==> src/rtl/cpu_pkg.sv <==
// Shared types for the execute/writeback stage.
//   op_t         : 3-bit opcode encoding of the decoded instruction
//   size_t       : write size field (1x = word)
//   exec_state_t : execute-stage sequencer states
//   size_to_mask : write-mask generator, returned at MASK_W bits and cast
//                  down to the datapath width by the user
package cpu_pkg;

    typedef enum logic [2:0] {
        OP_ADD = 3'd0,
        OP_SUB = 3'd1,
        OP_AND = 3'd2,
        OP_OR  = 3'd3,
        OP_XOR = 3'd4,
        OP_SLL = 3'd5,
        OP_SRL = 3'd6,
        OP_MUL = 3'd7
    } op_t;

    typedef enum logic [1:0] {
        BYTE = 2'b00,
        HALF = 2'b01,
        WORD = 2'b10
    } size_t;

    typedef enum logic [2:0] {
        IDLE = 3'd0,
        READ = 3'd1,
        EXEC = 3'd2,
        MUL  = 3'd3,
        WB   = 3'd4
    } exec_state_t;

    localparam int MASK_W = 64;

    // Both 2'b10 and 2'b11 mean a full-word write.
    function automatic logic [MASK_W-1:0] size_to_mask(input logic [1:0] sz);
        logic [MASK_W-1:0] m;
        if (sz[1])
            m = '1;
        else if (sz[0])
            m = MASK_W'(16'hFFFF);
        else
            m = MASK_W'(8'hFF);
        return m;
    endfunction

endpackage

==> src/rtl/exec_stage_if.sv <==
// Instruction handshake channel into the execute stage.
//   master : decoder side, offers in_valid plus the decoded fields
//   slave  : execute stage, returns in_ready
interface exec_stage_if #(
    parameter int N = 32,
    parameter int M = 2
);
    logic         in_valid;
    logic         in_ready;
    logic [2:0]   in_op;
    logic [M-1:0] in_rd;
    logic [M-1:0] in_rs1;
    logic [M-1:0] in_rs2;
    logic         in_use_imm;
    logic [N-1:0] in_imm;
    logic [1:0]   in_size;

    modport master (
        output in_valid, in_op, in_rd, in_rs1, in_rs2, in_use_imm, in_imm, in_size,
        input  in_ready
    );

    modport slave (
        input  in_valid, in_op, in_rd, in_rs1, in_rs2, in_use_imm, in_imm, in_size,
        output in_ready
    );
endinterface

==> src/rtl/exec_stage_mul.sv <==
// Iterative shift-add multiplier, one partial product per cycle, N cycles.
//   clk, rst_n : clock and async active-low reset
//   start      : load a/b and begin (ignored state is overwritten)
//   a, b       : unsigned operands
//   busy       : high while more than one step remains; drops during the
//                final step so the caller can leave in lock-step with it
//   result     : low N bits of a*b, valid once the final step has landed
module mul_iter #(
    parameter int N = 32
) (
    input  logic         clk,
    input  logic         rst_n,
    input  logic         start,
    input  logic [N-1:0] a,
    input  logic [N-1:0] b,
    output logic         busy,
    output logic [N-1:0] result
);
    localparam int CW = $clog2(N + 1);

    logic [N-1:0]  mcand_q;
    logic [N-1:0]  mplier_q;
    logic [N-1:0]  acc_q;
    logic [CW-1:0] cnt_q;

    always_ff @(posedge clk or negedge rst_n) begin
        if (!rst_n) begin
            mcand_q  <= '0;
            mplier_q <= '0;
            acc_q    <= '0;
            cnt_q    <= '0;
        end else if (start) begin
            mcand_q  <= a;
            mplier_q <= b;
            acc_q    <= '0;
            cnt_q    <= CW'(N);
        end else if (cnt_q != '0) begin
            if (mplier_q[0])
                acc_q <= acc_q + mcand_q;
            mcand_q  <= mcand_q << 1;
            mplier_q <= mplier_q >> 1;
            cnt_q    <= cnt_q - CW'(1);
        end
    end

    assign busy   = (cnt_q > CW'(1));
    assign result = acc_q;
endmodule

==> src/rtl/exec_stage.sv <==
// Execute/writeback stage sitting downstream of the register file.
//   clk, rst_n : clock and async active-low reset
//   in_if      : instruction handshake (slave side)
//   r1, r2     : read ids to the register file, held from accept
//   v1, v2     : registered read data, valid in EXEC
//   w1, w, mask: write id, unmasked result, write mask (held between writes)
//   wf, done   : one-cycle write flag (suppressed for rd==0) and retire pulse
//
// state | meaning
// IDLE  | in_ready high, waiting for in_valid
// READ  | register file samples r1/r2
// EXEC  | operands valid; ALU result captured or multiplier started
// MUL   | N shift-add steps
// WB    | result presented to the output registers
module exec_stage
    import cpu_pkg::*;
#(
    parameter int N = 32,
    parameter int M = 2
) (
    input  logic         clk,
    input  logic         rst_n,
    exec_stage_if.slave  in_if,
    output logic [M-1:0] r1,
    output logic [M-1:0] r2,
    input  logic [N-1:0] v1,
    input  logic [N-1:0] v2,
    output logic [M-1:0] w1,
    output logic [N-1:0] w,
    output logic [N-1:0] mask,
    output logic         wf,
    output logic         done
);
    localparam int SHW = $clog2(N);

    exec_state_t  state_q, state_d;
    op_t          op_q;
    logic [M-1:0] rd_q, r1_q, r2_q, w1_q;
    logic         use_imm_q;
    logic [N-1:0] imm_q, res_q, w_q, mask_q;
    logic [1:0]   size_q;
    logic         wf_q, done_q;

    logic         accept, mul_start, mul_busy;
    logic [N-1:0] opa, opb, alu_res, mul_res, wb_data;

    assign accept         = (state_q == IDLE) && in_if.in_valid;
    assign in_if.in_ready = (state_q == IDLE);

    always_comb begin
        opa     = v1;
        opb     = use_imm_q ? imm_q : v2;
        alu_res = '0;
        case (op_q)
            OP_ADD:  alu_res = opa + opb;
            OP_SUB:  alu_res = opa - opb;
            OP_AND:  alu_res = opa & opb;
            OP_OR:   alu_res = opa | opb;
            OP_XOR:  alu_res = opa ^ opb;
            OP_SLL:  alu_res = opa << opb[SHW-1:0];
            OP_SRL:  alu_res = opa >> opb[SHW-1:0];
            default: alu_res = '0;
        endcase
    end

    mul_iter #(.N(N)) u_mul (
        .clk    (clk),
        .rst_n  (rst_n),
        .start  (mul_start),
        .a      (opa),
        .b      (opb),
        .busy   (mul_busy),
        .result (mul_res)
    );

    always_comb begin
        state_d   = state_q;
        mul_start = 1'b0;
        case (state_q)
            IDLE: if (in_if.in_valid) state_d = READ;
            READ: state_d = EXEC;
            EXEC: begin
                if (op_q == OP_MUL) begin
                    mul_start = 1'b1;
                    state_d   = MUL;
                end else begin
                    state_d = WB;
                end
            end
            MUL:     if (!mul_busy) state_d = WB;
            WB:      state_d = IDLE;
            default: state_d = IDLE;
        endcase
    end

    always_ff @(posedge clk or negedge rst_n) begin
        if (!rst_n)
            state_q <= IDLE;
        else
            state_q <= state_d;
    end

    assign wb_data = (op_q == OP_MUL) ? mul_res : res_q;

    // Outputs are registered out of WB, so wf/done appear the cycle after it.
    always_ff @(posedge clk or negedge rst_n) begin
        if (!rst_n) begin
            op_q      <= OP_ADD;
            rd_q      <= '0;
            r1_q      <= '0;
            r2_q      <= '0;
            use_imm_q <= 1'b0;
            imm_q     <= '0;
            size_q    <= '0;
            res_q     <= '0;
            w1_q      <= '0;
            w_q       <= '0;
            mask_q    <= '0;
            wf_q      <= 1'b0;
            done_q    <= 1'b0;
        end else begin
            wf_q   <= 1'b0;
            done_q <= 1'b0;
            if (accept) begin
                op_q      <= op_t'(in_if.in_op);
                rd_q      <= in_if.in_rd;
                r1_q      <= in_if.in_rs1;
                r2_q      <= in_if.in_rs2;
                use_imm_q <= in_if.in_use_imm;
                imm_q     <= in_if.in_imm;
                size_q    <= in_if.in_size;
            end
            if (state_q == EXEC)
                res_q <= alu_res;
            if (state_q == WB) begin
                w1_q   <= rd_q;
                w_q    <= wb_data;
                mask_q <= N'(size_to_mask(size_q));
                wf_q   <= (rd_q != '0);
                done_q <= 1'b1;
            end
        end
    end

    assign r1   = r1_q;
    assign r2   = r2_q;
    assign w1   = w1_q;
    assign w    = w_q;
    assign mask = mask_q;
    assign wf   = wf_q;
    assign done = done_q;
endmodule

==> src/flat_wrapper.sv <==
// flat-port wrapper written by rule: the top's interface ports become plain ports
module exec_stage_flat import cpu_pkg::*;
#(
    parameter int N = 32,
    parameter int M = 2
)
  (clk, rst_n, r1, r2, v1, v2, w1, w, mask, wf, done, in_if_in_valid, in_if_in_op, in_if_in_rd, in_if_in_rs1, in_if_in_rs2, in_if_in_use_imm, in_if_in_imm, in_if_in_size, in_if_in_ready);
  exec_stage_if #(.N(N), .M(M)) in_if_i ();
  input  logic clk;
  input  logic rst_n;
  output logic [M-1:0] r1;
  output logic [M-1:0] r2;
  input  logic [N-1:0] v1;
  input  logic [N-1:0] v2;
  output logic [M-1:0] w1;
  output logic [N-1:0] w;
  output logic [N-1:0] mask;
  output logic wf;
  output logic done;
  input wire logic [$bits(in_if_i.in_valid)-1:0] in_if_in_valid;
  input wire logic [$bits(in_if_i.in_op)-1:0] in_if_in_op;
  input wire logic [$bits(in_if_i.in_rd)-1:0] in_if_in_rd;
  input wire logic [$bits(in_if_i.in_rs1)-1:0] in_if_in_rs1;
  input wire logic [$bits(in_if_i.in_rs2)-1:0] in_if_in_rs2;
  input wire logic [$bits(in_if_i.in_use_imm)-1:0] in_if_in_use_imm;
  input wire logic [$bits(in_if_i.in_imm)-1:0] in_if_in_imm;
  input wire logic [$bits(in_if_i.in_size)-1:0] in_if_in_size;
  output wire logic [$bits(in_if_i.in_ready)-1:0] in_if_in_ready;
  assign in_if_i.in_valid = in_if_in_valid;
  assign in_if_i.in_op = in_if_in_op;
  assign in_if_i.in_rd = in_if_in_rd;
  assign in_if_i.in_rs1 = in_if_in_rs1;
  assign in_if_i.in_rs2 = in_if_in_rs2;
  assign in_if_i.in_use_imm = in_if_in_use_imm;
  assign in_if_i.in_imm = in_if_in_imm;
  assign in_if_i.in_size = in_if_in_size;
  assign in_if_in_ready = in_if_i.in_ready;
  exec_stage #(.N(N), .M(M)) u_core (.clk(clk), .rst_n(rst_n), .in_if(in_if_i), .r1(r1), .r2(r2), .v1(v1), .v2(v2), .w1(w1), .w(w), .mask(mask), .wf(wf), .done(done));
endmodule
==> config.mk <==
export PLATFORM = sky130hd
export DESIGN_NAME = exec_stage_flat
export DESIGN_NICKNAME = d
export VERILOG_FILES = /design/src/rtl/cpu_pkg.sv /design/src/rtl/exec_stage_if.sv /design/src/rtl/exec_stage_mul.sv /design/src/rtl/exec_stage.sv /design/src/flat_wrapper.sv
export SDC_FILE = /design/constraint.sdc
export NUM_CORES = 1
export LEC_CHECK = 0
export CAP_MARGIN = 20
export CORE_MARGIN = 2
export CORE_UTILIZATION = 30
export CTS_CLUSTER_DIAMETER = 200
export DETAILED_ROUTE_END_ITERATION = 8
export PLACE_DENSITY = 0.44
export SYNTH_ARGS = -nofsm -noshare
export SYNTH_HDL_FRONTEND = slang
export SYNTH_SLANG_ARGS = --single-unit
==> constraint.sdc <==
create_clock -name clk -period 6.1 [get_ports clk]
set_input_delay 0.61 -clock clk [delete_from_list [all_inputs] [get_ports clk]]
set_output_delay 0.61 -clock clk [all_outputs]
set_load 0.005 [all_outputs]
==> run metrics, run 1 <==
Detail Placement HPWL between 50 and 60 mm; die width between 200 and 300 µm; pin count of the biggest net entering global routing between 100 and 150; R2R Setup Slk ~0.88 ns; synth cell count leaders 240 x nand2_1, 220 x dfrtp_1, 213 x mux2i_1; number of synthesized register bits 220; Slew Limit Fails 0; Syn. warnings 0; area of all sequential standard cells about 5500 µm²; diodes inserted 0; CP endpoint kind flop; CP Max Fanout 28; fill count about 6,400; TritonCTS Buffers 28; EDFF count, synth 0; area taken by multi-input logic gates 12,000 µm²; TritonCTS Sinks 220; sw frac 0.494; CTS Hold Bufs 0; Initial Util 0.304; Skew-Pair Late Insertion Delay a little under 0.6 ns; area growth from synthesis to layout 17.9%; gpl congestion 0.911; commonest register cell after synthesis dfrtp_1; Fmax between 150 and 200 MHz; gr ovfl total 0; root buf cell clkbuf_16; CP arrival 5.68 ns; sequential fraction of design power 0.208; crit path time final about 5.2 ns; Final #Nets 2,536; cell taking the most area after synthesis dfrtp_1; Synth cell types 89; remaining antenna violation count after routing 0; Register-to-Register Path Depth 18; most frequent cell after synthesis nand2_1; CTS Buffer Depth 3; Non-Filler Instances around 3,200; Slew @ Worst Pin roughly 1.1 ns; first-pass GRT wire length 106 mm; vias about 17,000; Mapped Avg Cell Area 8.50 µm²; WL final roughly 70 mm; Port-buffer cells between 150 and 200; H-tree depth 1; Final Hold Fails 4; P_sw 0.00645 W; post-CTS setup buffer count 0; leakage power approximately 10 nW; Int Power about 0.0066 W; Ports approximately 180; vias in the first global route 16,900; Synth Cell Area between 15,000 and 20,000 µm²; post-synthesis sequential area ratio 0.293; top post-synthesis cells by area dfrtp_1 29%, mux2i_1 11%, ha_1 8.7%; post-synth top area share 0.293; violated checks negative hold slack; final setup vio count 0; drc violations 0; PwrDens between 500 and 600 nW/µm²; total negative slack 0 ns; CTS clk-pin slew, worst paths 0.06 ns; via/cell ratio approximately 5.4; Synth Instances between 2,000 and 2,500; CTS resizes 0; Min Hold Slack -0.0109 ns; DRT Pass-1 Iters 6; ys async rst share 1.00; WL/cell 22.2 µm; critical path class flop to flop; syn nets about 2,500; GRT Total Usage 0.214; dpl cells approximately 3,100; Slew headroom 0.257; combinational power share 0.657; row count 91; Hold Path Class input port to asynchronous set/reset pin; Die Span Y 254 µm; M3 GR Usage 0.0222; CP Launch Type flop; M2 GR Usage 0.346; RSZ-0062 raised after global routing false; Peak VDD IR 0.234 mV; CORE AREA slightly above 60,000 µm²; grt met1 use 0.300; clock network power share 0.135; clk_skew roughly 0.022 ns; Tcrit/Tclk final 0.856; Die ar. 64,600 µm²; DRT iter0 DRCs ~1,600; busiest grt layer met2; CTS tree done; initial antenna violation count 0; max cap viols 0; status finished, violations left; Worst Path Required 6.56 ns; layout cells sized above 1 0.0921
-- logic make-up after synthesis --
family	count (synthesis)	synth area share
buf+inv	281	0.0690
compound gates	622	0.209
mux	298	0.171
fa+ha+maj	133	0.0894
simple gates	577	0.132
flops	220	0.293
xor+xnor	80	0.0373
-- worst max-delay path, cell delays in order, from the launching register on --
cell and delay (ns):
dfrtp_2 0.84, mux2i_4 0.37, ha_1 0.22, nand3_1 0.17, o31ai_2 0.37, a21boi_2 0.28, a21boi_2 0.25, nand2_1 0.10
xnor2_1 0.14, ha_1 0.39, a21oi_1 0.22, o21ai_0 0.13, nor3_1 0.19, o21ai_0 0.20, a31oi_1 0.35, o21ai_0 0.20
a221oi_1 0.39, xor2_1 0.19, o22ai_1 0.10
-- power by group through the flow --
stage / Combinational, W / Sequential, W / Clock (W)
6_report: 0.00858 / 0.00271 / 0.00177
5_1_grt: 0.00938 / 0.00281 / 0.00189
4_1_cts: 0.00854 / 0.00272 / 0.00183
3_5_place_dp: 0.00850 / 0.00274 / 0
3_3_place_gp: 0.00847 / 0.00272 / 0
2_1_floorplan: 0.00603 / 0.00246 / 0
-- placed cells by master (no fill, tap or decap), types with 9 or more instances in the layout --
cell type,n
o21ai_0,161
inv_1,105
o21a_1,11
nand3_1,32
o211ai_1,17
o22ai_1,12
nor2_1,197
xnor2_1,64
nand4_1,11
clkdlybuf4s50_1,182
buf_4,39
nor3_1,26
a221oi_1,24
a31oi_1,29
mux2_2,72
or3_1,9
mux2i_1,212
ha_1,131
dfrtp_1,218
a211oi_1,34
clkbuf_16,28
o21ai_1,15
a21oi_1,188
a21o_1,24
xor2_1,16
nand2_1,239
-- metal layers --
layer,wire length (µm),part of all wire,vias up
li1,-,-,8092
met1,32800,0.47,8238
met2,31700,0.45,495
met3,3400,0.049,101
met4,2110,0.030,0
met5,0,0,-
-- flip-flops by register name, indices dropped and copies added (netlist names), 2 cells and up --
register               flops
u_core.imm_q              32
u_core.mask                3
u_core.op_q                3
u_core.r1                  2
u_core.r2                  2
u_core.rd_q                2
u_core.res_q              32
u_core.size_q              2
u_core.state_q             3
u_core.u_mul.cnt_q         6
u_core.u_mul.mcand_q      32
u_core.u_mul.mplier_q     32
u_core.u_mul.result       32
u_core.w                  32
u_core.w1                  2
-- path summary, 6_finish.rpt --
path	end	from
max in group asynchronous	u_core.u_mul.mcand_q[9]$_DFFE_PN0P_	rst_n
hold / removal	u_core.u_mul.result[4]$_DFFE_PN0P_	rst_n
hold reg to reg	u_core.r2[0]$_DFFE_PN0P_	u_core.r2[0]$_DFFE_PN0P_
min in group clk	u_core.r2[0]$_DFFE_PN0P_	u_core.r2[0]$_DFFE_PN0P_
setup reg to reg	u_core.res_q[29]$_DFFE_PN0N_	u_core.use_imm_q$_DFFE_PN0P_
setup / recovery	u_core.res_q[29]$_DFFE_PN0N_	u_core.use_imm_q$_DFFE_PN0P_
-- per-stage QoR --
stage / util / worst slack, ns / cell area, µm² / hold WS (ns) / power (W)
CTS: 0.358 / 0.921 / 22100 / 0.0209 / 0.0131
global route: 0.358 / 0.476 / 22100 / 0.0281 / 0.0141
global placement: 0.342 / 0.823 / 21200 / 0.490 / 0.0112
detailed placement: 0.342 / 0.827 / 21200 / 0.493 / 0.0112
finish: 0.358 / 0.880 / 22100 / -0.0109 / 0.0131
floorplan: - / 1.07 / 18800 / 0.314 / 0.00849
-- layout make-up --
cell class / instances / area share
Timing Repair Buffer: 223 / 0.0971
Inverter: 109 / 0.0187
Clock inverter: 12 / 0.00723
Tap cell: 837 / 0.0473
Multi-Input combinational cell: 1710 / 0.544
Sequential cell: 220 / 0.249
Clock buffer: 39 / 0.0371
Note: power is estimated with default switching activity, not from simulation.
==> inputs of run 2 (changes only) <==
--- a/config.mk
+++ b/config.mk
@@ -8,6 +8,7 @@
 export CAP_MARGIN = 20
 export CORE_MARGIN = 2
 export CORE_UTILIZATION = 30
+export CTS_BUF_LIST = sky130_fd_sc_hd__clkbuf_4 sky130_fd_sc_hd__clkbuf_8 sky130_fd_sc_hd__clkbuf_16
 export CTS_CLUSTER_DIAMETER = 200
 export DETAILED_ROUTE_END_ITERATION = 8
 export PLACE_DENSITY = 0.44
==> run 2 against run 1 <==
The run still ends with negative hold slack left. Clock power is essentially flat. Highest routed layer unchanged. Global-route usage is essentially flat. Sequential power about the same. Cell count stayed put. Count of clock-buffer cells in the layout is the same. Sequential cell count unchanged.
==> run metrics, run 2 (same netlist as run 1, synthesis figures left out) <==
remaining antenna violation count after routing 0; die width 254 µm; pin count of the biggest net entering global routing around 140; CORE AREA between 60,000 and 70,000 µm²; crit path time final around 5.2 ns; Ports about 180; DRT Pass-1 Iters 6; CP Launch Type flop; Fmax 192 MHz; most frequent cells in the layout 239 x nand2_1, 218 x dfrtp_1, 212 x mux2i_1; CTS Hold Bufs 0; fill count 6,445; Slew @ Worst Pin 1.15 ns; Hold Path Class input port to asynchronous set/reset pin; CP Max Fanout 28; grt met1 use 0.300; clk_skew 0.0228 ns; vias roughly 17,000; total negative slack 0 ns; CP arrival 5.66 ns; RSZ-0062 raised after global routing false; WL final between 60 and 70 mm; Final #Nets around 2,500; most common cell after layout, fill and taps aside nand2_1; gpl congestion 0.911; leakage power ~10 nW; violated checks negative hold slack; Slew Limit Fails 0; row count 91; gr ovfl total 0; drc violations 0; via/cell ratio between 5 and 6; TritonCTS Buffers 28; layout cells sized above 1 0.0934; WL/cell roughly 22 µm; vias in the first global route ~17,000; GRT Total Usage 0.214; Skew-Pair Late Insertion Delay 0.59 ns; Port-buffer cells between 150 and 200; Worst Path Required ~6.6 ns; dpl cells a little over 3,000; cell area after layout 22,200 µm²; final core utilization 0.358; post-CTS setup buffer count 0; CTS Buffer Depth 3; busiest grt layer met2; CP endpoint kind flop; CTS resizes 0; first-pass GRT wire length between 100 and 150 mm; Min Hold Slack -0.00915 ns; initial antenna violation count 0; placed inst area approximately 21,000 µm²; diodes inserted 0; DRT iter0 DRCs about 1,600; Tcrit/Tclk final 0.853; TritonCTS Sinks 220; final setup vio count 0; Peak VDD IR about 0.23 mV; Slew headroom 0.231; CTS clk-pin slew, worst paths ~0.060 ns; max cap viols 0; root buf cell clkbuf_16; status finished, violations left; H-tree depth 1; M3 GR Usage 0.0222; CTS tree done; Final Hold Fails 3; Die ar. approximately 65,000 µm²; Detail Placement HPWL 52.1 mm; area growth from synthesis to layout 17.9%; PwrDens roughly 590 nW/µm²; critical path class flop to flop; M2 GR Usage 0.346; Initial Util 0.304; Non-Filler Instances about 3,200; Die Span Y roughly 250 µm
-- run 2: cell counts in the layout (fill, tap and decap cells not counted) --
Identical to the previous run, type by type.
-- run 2: routing by layer --
metal,part of all wire,up-vias
met5,0,-
met4,0.031,0
met3,0.048,109
met2,0.45,497
met1,0.47,8193
li1,-,8094
-- run 2: area by class of cell --
class | count | area [µm²] | area share
Timing Repair Buffer | 223 | 2150 | 0.0970
Tap cell | 837 | 1050 | 0.0473
Multi-Input combinational cell | 1710 | 12000 | 0.544
Inverter | 109 | 414 | 0.0187
Sequential cell | 220 | 5510 | 0.249
Clock inverter | 12 | 160 | 0.00723
Clock buffer | 39 | 833 | 0.0376
-- run 2: final timing paths --
kind                       slack, ns                         start                             endpoint  cells after the start
max                             0.90  u_core.use_imm_q$_DFFE_PN0P_         u_core.res_q[29]$_DFFE_PN0N_                     18
min                           -0.009                         rst_n   u_core.u_mul.result[4]$_DFFE_PN0P_                      1
max reg2reg                     0.90  u_core.use_imm_q$_DFFE_PN0P_         u_core.res_q[29]$_DFFE_PN0N_                     18
min reg2reg                     0.50      u_core.r2[0]$_DFFE_PN0P_             u_core.r2[0]$_DFFE_PN0P_                      1
max in group asynchronous       4.80                         rst_n  u_core.u_mul.mcand_q[9]$_DFFE_PN0P_                      2
min in group clk                0.50      u_core.r2[0]$_DFFE_PN0P_             u_core.r2[0]$_DFFE_PN0P_                      1
-- run 2: critical path: stages, from the launching register on --
cell	delay (ns)
dfrtp_2	0.84
mux2i_4	0.37
ha_1	0.22
nand3_1	0.17
o31ai_2	0.37
a21boi_2	0.28
a21boi_2	0.25
nand2_1	0.10
xnor2_1	0.14
ha_1	0.39
a21oi_1	0.22
o21ai_0	0.13
nor3_1	0.19
o21ai_0	0.20
a31oi_1	0.34
o21ai_0	0.19
a221oi_1	0.38
xor2_1	0.19
o22ai_1	0.10
-- run 2: through the flow --
stage	setup slack [ns]	hold WS (ns)	total power, W
after floorplan	1.07	0.314	0.00849
after global placement	0.823	0.490	0.0112
after detailed placement	0.827	0.493	0.0112
after CTS	0.921	0.0209	0.0131
after global routing	0.476	0.0281	0.0141
final	0.898	-0.00915	0.0131
-- run 2: where the power goes --
group	leakage [nW]	internal (W)	switching, W
registers	2.70	0.00210	0.000613
logic	6.81	0.00344	0.00513
clock network	0.494	0.00108	0.000702
total	10.0	0.00662	0.00645
